===== src/rtl/cordic_ci_master.sv =====
// Sequencer that feeds single-precision angles to a CORDIC custom-instruction unit and queues
// the cosine results in a small FIFO. Optional watchdog enabled by CORDIC_CI_TIMEOUT_EN.
module cordic_ci_master #(
  parameter int unsigned FIFO_DEPTH     = 4,
  parameter int unsigned TIMEOUT_CYCLES = 63
) (
  input  logic        clock,
  input  logic        aclr,
  input  logic        in_valid,
  output logic        in_ready,
  input  logic [31:0] in_data,
  output logic        out_valid,
  input  logic        out_ready,
  output logic [31:0] out_data,
  output logic        ci_clk_en,
  output logic        ci_start,
  output logic [31:0] ci_dataa,
  input  logic [31:0] ci_result,
  input  logic        ci_done,
  output logic        busy,
  output logic        timeout_err
);

  localparam int unsigned PtrW = $clog2(FIFO_DEPTH);
  localparam int unsigned CntW = PtrW + 1;

  typedef enum logic [1:0] {StIdle, StIssue, StWait} state_e;

  state_e            state_q, state_d;
  logic [31:0]       dataa_q, dataa_d;
  logic [PtrW-1:0]   wr_ptr_q, rd_ptr_q;
  logic [CntW-1:0]   count_q;
  logic [31:0]       mem_q [FIFO_DEPTH];
  logic              accept, push, pop;
  logic [31:0]       push_data;

`ifdef CORDIC_CI_TIMEOUT_EN
  logic [7:0] wdog_q, wdog_d;
  logic       timeout_err_q, timeout_d;
`endif

  always_comb begin
    state_d   = state_q;
    dataa_d   = dataa_q;
    push      = 1'b0;
    push_data = ci_result;
    ci_start  = 1'b0;
    ci_clk_en = 1'b0;
`ifdef CORDIC_CI_TIMEOUT_EN
    wdog_d    = '0;
    timeout_d = 1'b0;
`endif
    // A free slot is reserved before issue, so a completing op can always push.
    in_ready  = (state_q == StIdle) && (count_q < CntW'(FIFO_DEPTH));
    accept    = in_valid & in_ready;
    unique case (state_q)
      StIdle: begin
        if (accept) begin
          state_d = StIssue;
          dataa_d = in_data;
        end
      end
      StIssue: begin
        ci_start  = 1'b1;
        ci_clk_en = 1'b1;
        state_d   = StWait;
      end
      StWait: begin
        ci_clk_en = 1'b1;
        if (ci_done) begin
          push    = 1'b1;
          state_d = StIdle;
        end
`ifdef CORDIC_CI_TIMEOUT_EN
        else if (wdog_q == 8'(TIMEOUT_CYCLES - 1)) begin
          push      = 1'b1;
          push_data = 32'h7FC0_0000;
          timeout_d = 1'b1;
          state_d   = StIdle;
        end else begin
          wdog_d = wdog_q + 8'd1;
        end
`endif
      end
      default: state_d = StIdle;
    endcase
  end

  assign out_valid = (count_q != '0);
  assign pop       = out_valid & out_ready;
  assign out_data  = out_valid ? mem_q[rd_ptr_q] : '0;
  assign ci_dataa  = dataa_q;
  assign busy      = (state_q != StIdle);

  always_ff @(posedge clock) begin
    if (aclr) begin
      state_q  <= StIdle;
      dataa_q  <= '0;
      wr_ptr_q <= '0;
      rd_ptr_q <= '0;
      count_q  <= '0;
    end else begin
      state_q <= state_d;
      dataa_q <= dataa_d;
      if (push) wr_ptr_q <= wr_ptr_q + 1'b1;
      if (pop)  rd_ptr_q <= rd_ptr_q + 1'b1;
      if (push && !pop) begin
        count_q <= count_q + 1'b1;
      end else if (pop && !push) begin
        count_q <= count_q - 1'b1;
      end
    end
  end

  // Storage needs no reset: out_data is masked while the FIFO is empty.
  always_ff @(posedge clock) begin
    if (push && !aclr) mem_q[wr_ptr_q] <= push_data;
  end

`ifdef CORDIC_CI_TIMEOUT_EN
  always_ff @(posedge clock) begin
    if (aclr) begin
      wdog_q        <= '0;
      timeout_err_q <= 1'b0;
    end else begin
      wdog_q        <= wdog_d;
      timeout_err_q <= timeout_d;
    end
  end
  assign timeout_err = timeout_err_q;
`else
  assign timeout_err = 1'b0;
`endif

endmodule

===== config.mk =====
export PLATFORM = sky130hd
export DESIGN_NAME = cordic_ci_master
export DESIGN_NICKNAME = d
export VERILOG_FILES = /design/src/rtl/cordic_ci_master.sv
export SDC_FILE = /design/constraint.sdc
export NUM_CORES = 1
export LEC_CHECK = 0
export BUFFER_PORTS_ARGS = -buffer_cell sky130_fd_sc_hd__buf_2
export CAP_MARGIN = 30
export CORE_ASPECT_RATIO = 0.75
export CORE_UTILIZATION = 58
export DETAILED_ROUTE_END_ITERATION = 6
export GPL_ROUTABILITY_DRIVEN = 0
export PLACE_DENSITY = 0.83
export SLEW_MARGIN = 20
export SYNTH_ARGS = -nofsm -noshare
export SYNTH_HDL_FRONTEND = slang
export SYNTH_SLANG_ARGS = --single-unit

===== constraint.sdc =====
create_clock -name clock -period 3.2 [get_ports clock]
set_input_delay 0.64 -clock clock [delete_from_list [all_inputs] [get_ports clock]]
set_output_delay 0.64 -clock clock [all_outputs]
set_load 0.02 [all_outputs]

=== Yosys cells after proc, flatten, opt, wreduce, memory -nomap -nowiden ===
Memories as Yosys holds them, arrays and structs flattened. A register that Yosys moved wholly into a read port is not among the register bits.
Index checks and enable logic that the tools add are counted.

* Word-level logic and storage cells: 45
* Bits of input ports: 69
* Output and inout port bits: 70
* Register bits: 41
* Memories: 1
* Memory bits (writable): 128

* Reduce and logical (&&, ||, !) cells: 14
* Equal/unequal tests: 4
* Bitwise operators: 2
* Add/subtract/negate cells: 4
* Mux-type cells: 14
* $lt $le $gt $ge: 1

{| class="wikitable"
|+ Memory list
! memory !! words !! width !! rd ports !! clocked after Yosys merged registers in !! wr ports !! line !! RTL
|-
| mem_q || 4 || 32 || 1 || 1 || 1 || 33 || <nowiki>logic [31:0] mem_q [FIFO_DEPTH];</nowiki>
|}

{| class="wikitable"
|+ Operator list
! kind !! count
|-
| $mux 32 || 1
|-
| $mux 2 || 4
|-
| $mux 1 || 6
|-
| $mux 3 || 2
|-
| $pmux 2 s3 || 1
|-
| $add 2x1->2 const B || 2
|-
| $logic_and 1x1->1 || 4
|-
| $ne 2x2->1 const B || 2
|-
| $reduce_and 2->1 || 2
|-
| $reduce_bool 2->1 || 2
|-
| $add 3x1->3 const B || 1
|-
| $logic_not 1->1 || 3
|-
| $lt 3x3->1 const B || 1
|-
| $reduce_bool 3->1 || 1
|-
| $sub 3x1->3 const B || 1
|-
| $and 1x1->1 || 2
|-
| $eq 2x1->1 const B || 1
|-
| $eq 2x2->1 const B || 1
|-
| $logic_not 2->1 || 1
|-
| $reduce_or 2->1 || 1
|}

=== Depth between registers and ports, before layout ===
* Word-level depth: 6
* Gate-level depth with buffers: 10
* Depth with buffers taken out: 10

=== Worst setup path before layout ===
Ideal clock, no wire load.

* Path type: input to register
* Start: in aclr
* End: mem mem_q[0][0], enable pin
* Arrival time: 1765 ps
* Stages: 3
* Setup time: 392 ps
* Buffers on the path: 1
* Setup slack: 1043 ps
* Data required time: 2808 ps
* Cell sequence: clkbuf_1 -> nor2_1 -> and2_1

* Cells in the longest elaborated chain, start to end: 4

{| class="wikitable"
|+ RTL lines
! what !! line !! RTL
|-
| from (decl) || 8 || <nowiki>input logic aclr,</nowiki>
|-
| $logic_not 1->1 || 117 || <nowiki>if (push && !aclr) mem_q[wr_ptr_q] <= push_data;</nowiki>
|-
| $logic_and 1x1->1 || 117 ||
|-
| $mux 1 || 117 ||
|-
| $mux 1 (not written as such) || 117 ||
|-
| to (decl) || 33 ||
|}

No other way between the ends.

==> flow_summary_export.csv <==
group,metric,value,unit
floorplanning,fp.dieH,94.24,microns
yosys,syn-num-nets,492,
floorplanning,fp.dieW,125.0,microns
clock_network,cts_resized,0,
clock_network,post_cts_buffers,0,
placed_design,post-place-cells,674,
critical_path,criticalPathCategory,"reg -> out",
clock_network,cts_max_path_buffers,2,
timing,rsz0062_at_grt,"no",
timing,skew,10.64,ps
critical_path,worstPathRequired,2560,ps
yosys,synthFlopType,"edfxtp_1",
global_routing,antenna_found_initial,0,
clock_network,clock-sinks,171,
cells_and_area,fin_cells,707,
yosys,synthArstFlopShare,0,%
yosys,ys_warn_count,0,
drt,drtIter0Drc,264,
timing,fin_setup_tns,0,ps
yosys,synth_top_area_cell,"edfxtp_1",
hold_path,hold_path_startpoint,"ci_result[17]",
critical_path,worstSetupEndpointType,"primary output",
drt,drc,14,
timing,hold_viol,0,
drt,first_pass_iters,6,
clock_network,cts_tree,"done",
critical_path,cp_max_fo,20,
timing,slew_violations,0,
cells_and_area,nFillCells,704,
global_routing,globalRouteOverflowTotal,0,
timing,slew_headroom,41.78,%
placed_design,io_buffers,137,
drt,vias,3763,
pwr,peakVddDrop,0.0005132,V
yosys,synth_top_cell_area_share,58.43,%
clock_network,clockRootBuffer,"clkbuf_16",
critical_path,rrSetupSlack,960,ps
critical_path,reg2reg_from,"count_q[2]",
global_routing,globalRouteTotalUtil,21.92,%
timing,worst_pin_slew,873.3,ps
run,maxCapViolations,0,
hold_path,whs_endpoint,"mem_q[1][17]",
cells_and_area,fin_util,72.65,%
critical_path,r2r_end,"count_q[2]",
cells_and_area,layout_commonest_cell,"buf_2",
yosys,synth_edf_count,128,
clock_network,cts_made_buffers,17,
yosys,ys_top_cells_by_area,"edfxtp_1 58%, dfxtp_1 13%, mux4_2 11%",
cells_and_area,drive_above_1_share,37.57,%
status,status,"finished with violations",
clock_network,insertion_delay,420,ps
cells_and_area,final_area,7979,sq um
critical_path,path_cells,"buf_4 -> mux4_2 -> and2b_1 -> buf_2",
yosys,syn_area_per_cell,15.93,sq um
clock_network,cts-htree-levels,4,
yosys,synth.ff_latch_count,171,
clock_network,clk_pin_slew,60,ps
pwr,power_density,790.3,nW/um^2
placed_design,place_area,7380,sq um
drt,wl_per_cell,17.00,microns
floorplanning,ioPinCount,139,
critical_path,arrival,2090,ps
cells_and_area,fin_nets,633,
yosys,synthDistinctLibCells,29,
timing,timing.fmax,366.0,MHz
critical_path,rr_worst_depth,7,
drt,ant_nets,0,
global_routing,grt_max_degree,45,
hold_path,holdPathStages,1,
global_routing,grt_pass1_wl,18.94,mm
critical_path,crit_slowest_cell,"dfxtp_2",
yosys,synthCells,413,
critical_path,critical_path_buf_inv_count,2,
floorplanning,die_area,11780,sq um
drt,vias_per_cell,5.322,
yosys,ys_seq_area_share,71.51,%
drt,wl,12.02,mm
global_routing,grt_pass1_vias,3845,
critical_path,crit_family,"flip-flops",
floorplanning,core_region_area,10980,sq um
timing,setup_viol,0,
timing,period_minus_slack,2732,ps
cells_and_area,final_cell_mix,"137 x buf_2, 128 x edfxtp_1, 67 x nand2_1, 41 x dfxtp_1, 36 x a21oi_1",
cells_and_area,antenna_cells,0,
floorplanning,rows,33,
pwr,cellLeakagePower,3.045,nW
yosys,synthesis.area,6579,sq um
critical_path,max_stage_delay,660,ps
critical_path,worstSetupStartpointType,"flop",
cells_and_area,area_delta_synth_final,21.28,%
placed_design,dp_hpwl,7.560,mm
clock_network,hold_buffers,0,
timing,period_share,85.39,%
hold_path,hold_class,"in -> reg",
floorplanning,start_util,59.90,%
status,violations,"DRC",
## how the worst max path moves through the flow
stage,from,endpoint,slack [ps],cells past startpoint
detailed placement,flop,out_data[0],900,4
floorplan,aclr,mem_q[0][0],1040,3
global route,flop,out_data[0],380,4
global placement,flop,out_data[0],920,4
finish,flop,out_data[0],470,4
CTS,flop,out_data[0],460,4
## power by group
| group | leakage [nW] | switching (W) | internal, W |
|---|---|---|---|
| Combinational | 1.25 | 0.000997 | 0.000720 |
| Sequential | 1.50 | 0.0000937 | 0.00253 |
| Clock | 0.296 | 0.000770 | 0.00119 |
## logic make-up after synthesis
kind of cell	Yosys count	share of synthesized area [%]
flip-flops	171	71.51
AND/OR/NAND/NOR	122	8.977
AO/OA/AOI/OAI	39	3.005
multiplexers	35	11.41
buffers and inverters	31	2.491
adder cells (fa/ha/maj)	10	2.016
XOR/XNOR	4	0.5326
other	1	0.05700
## flip-flops by register name, indices dropped and copies added (netlist names), named ones only
signal / count
ci_dataa: 32
mem_q: 128
state_q: 2
rd_ptr_q: 2
count_q: 3
wr_ptr_q: 2
## cells in the mapped netlist, types with 4 or more instances
| library cell | count |
|---|---|
| a21oi_1 | 36 |
| mux4_2 | 32 |
| inv_1 | 8 |
| nand2_1 | 67 |
| nand2b_1 | 5 |
| edfxtp_1 | 128 |
| and2_1 | 4 |
| dfxtp_1 | 43 |
| buf_2 | 8 |
| nor2_1 | 7 |
| nor2b_1 | 28 |
| ha_1 | 9 |
| clkbuf_1 | 10 |
| and2b_1 | 5 |
## final cells by class
| class | instances | area [sq um] | share of cell area [%] |
|---|---|---|---|
| inverters | 8 | 30.03 | 0.3764 |
| well taps | 140 | 175.2 | 2.195 |
| repair buffers | 145 | 760.7 | 9.534 |
| flip-flops and latches | 171 | 4707 | 58.99 |
| multi-input cells | 211 | 1722 | 21.58 |
| clock inverters | 5 | 26.28 | 0.3293 |
| clock buffers | 27 | 558.0 | 6.994 |
## per-stage QoR
stage | worst slack [ps] | total power (W) | hold slack [ps]
after floorplan | 1043 | 0.003928 | 459.1
after global placement | 916.0 | 0.004325 | 438.3
after detailed placement | 895.7 | 0.004385 | 444.6
after CTS | 457.4 | 0.006345 | 421.2
after global routing | 376.8 | 0.006607 | 412.4
final | 467.6 | 0.006306 | 434.3
## per-layer routing
metal | GRT usage, % | wire length [microns] | vias to the layer above
li1 | - | - | 1789
met1 | 26.92 | 5104 | 1850
met2 | 37.01 | 6085 | 116
met3 | 7.973 | 716 | 8
met4 | 5.894 | 112 | 0
met5 | 0 | 0 | -
Power figures use the tool's default switching activity.
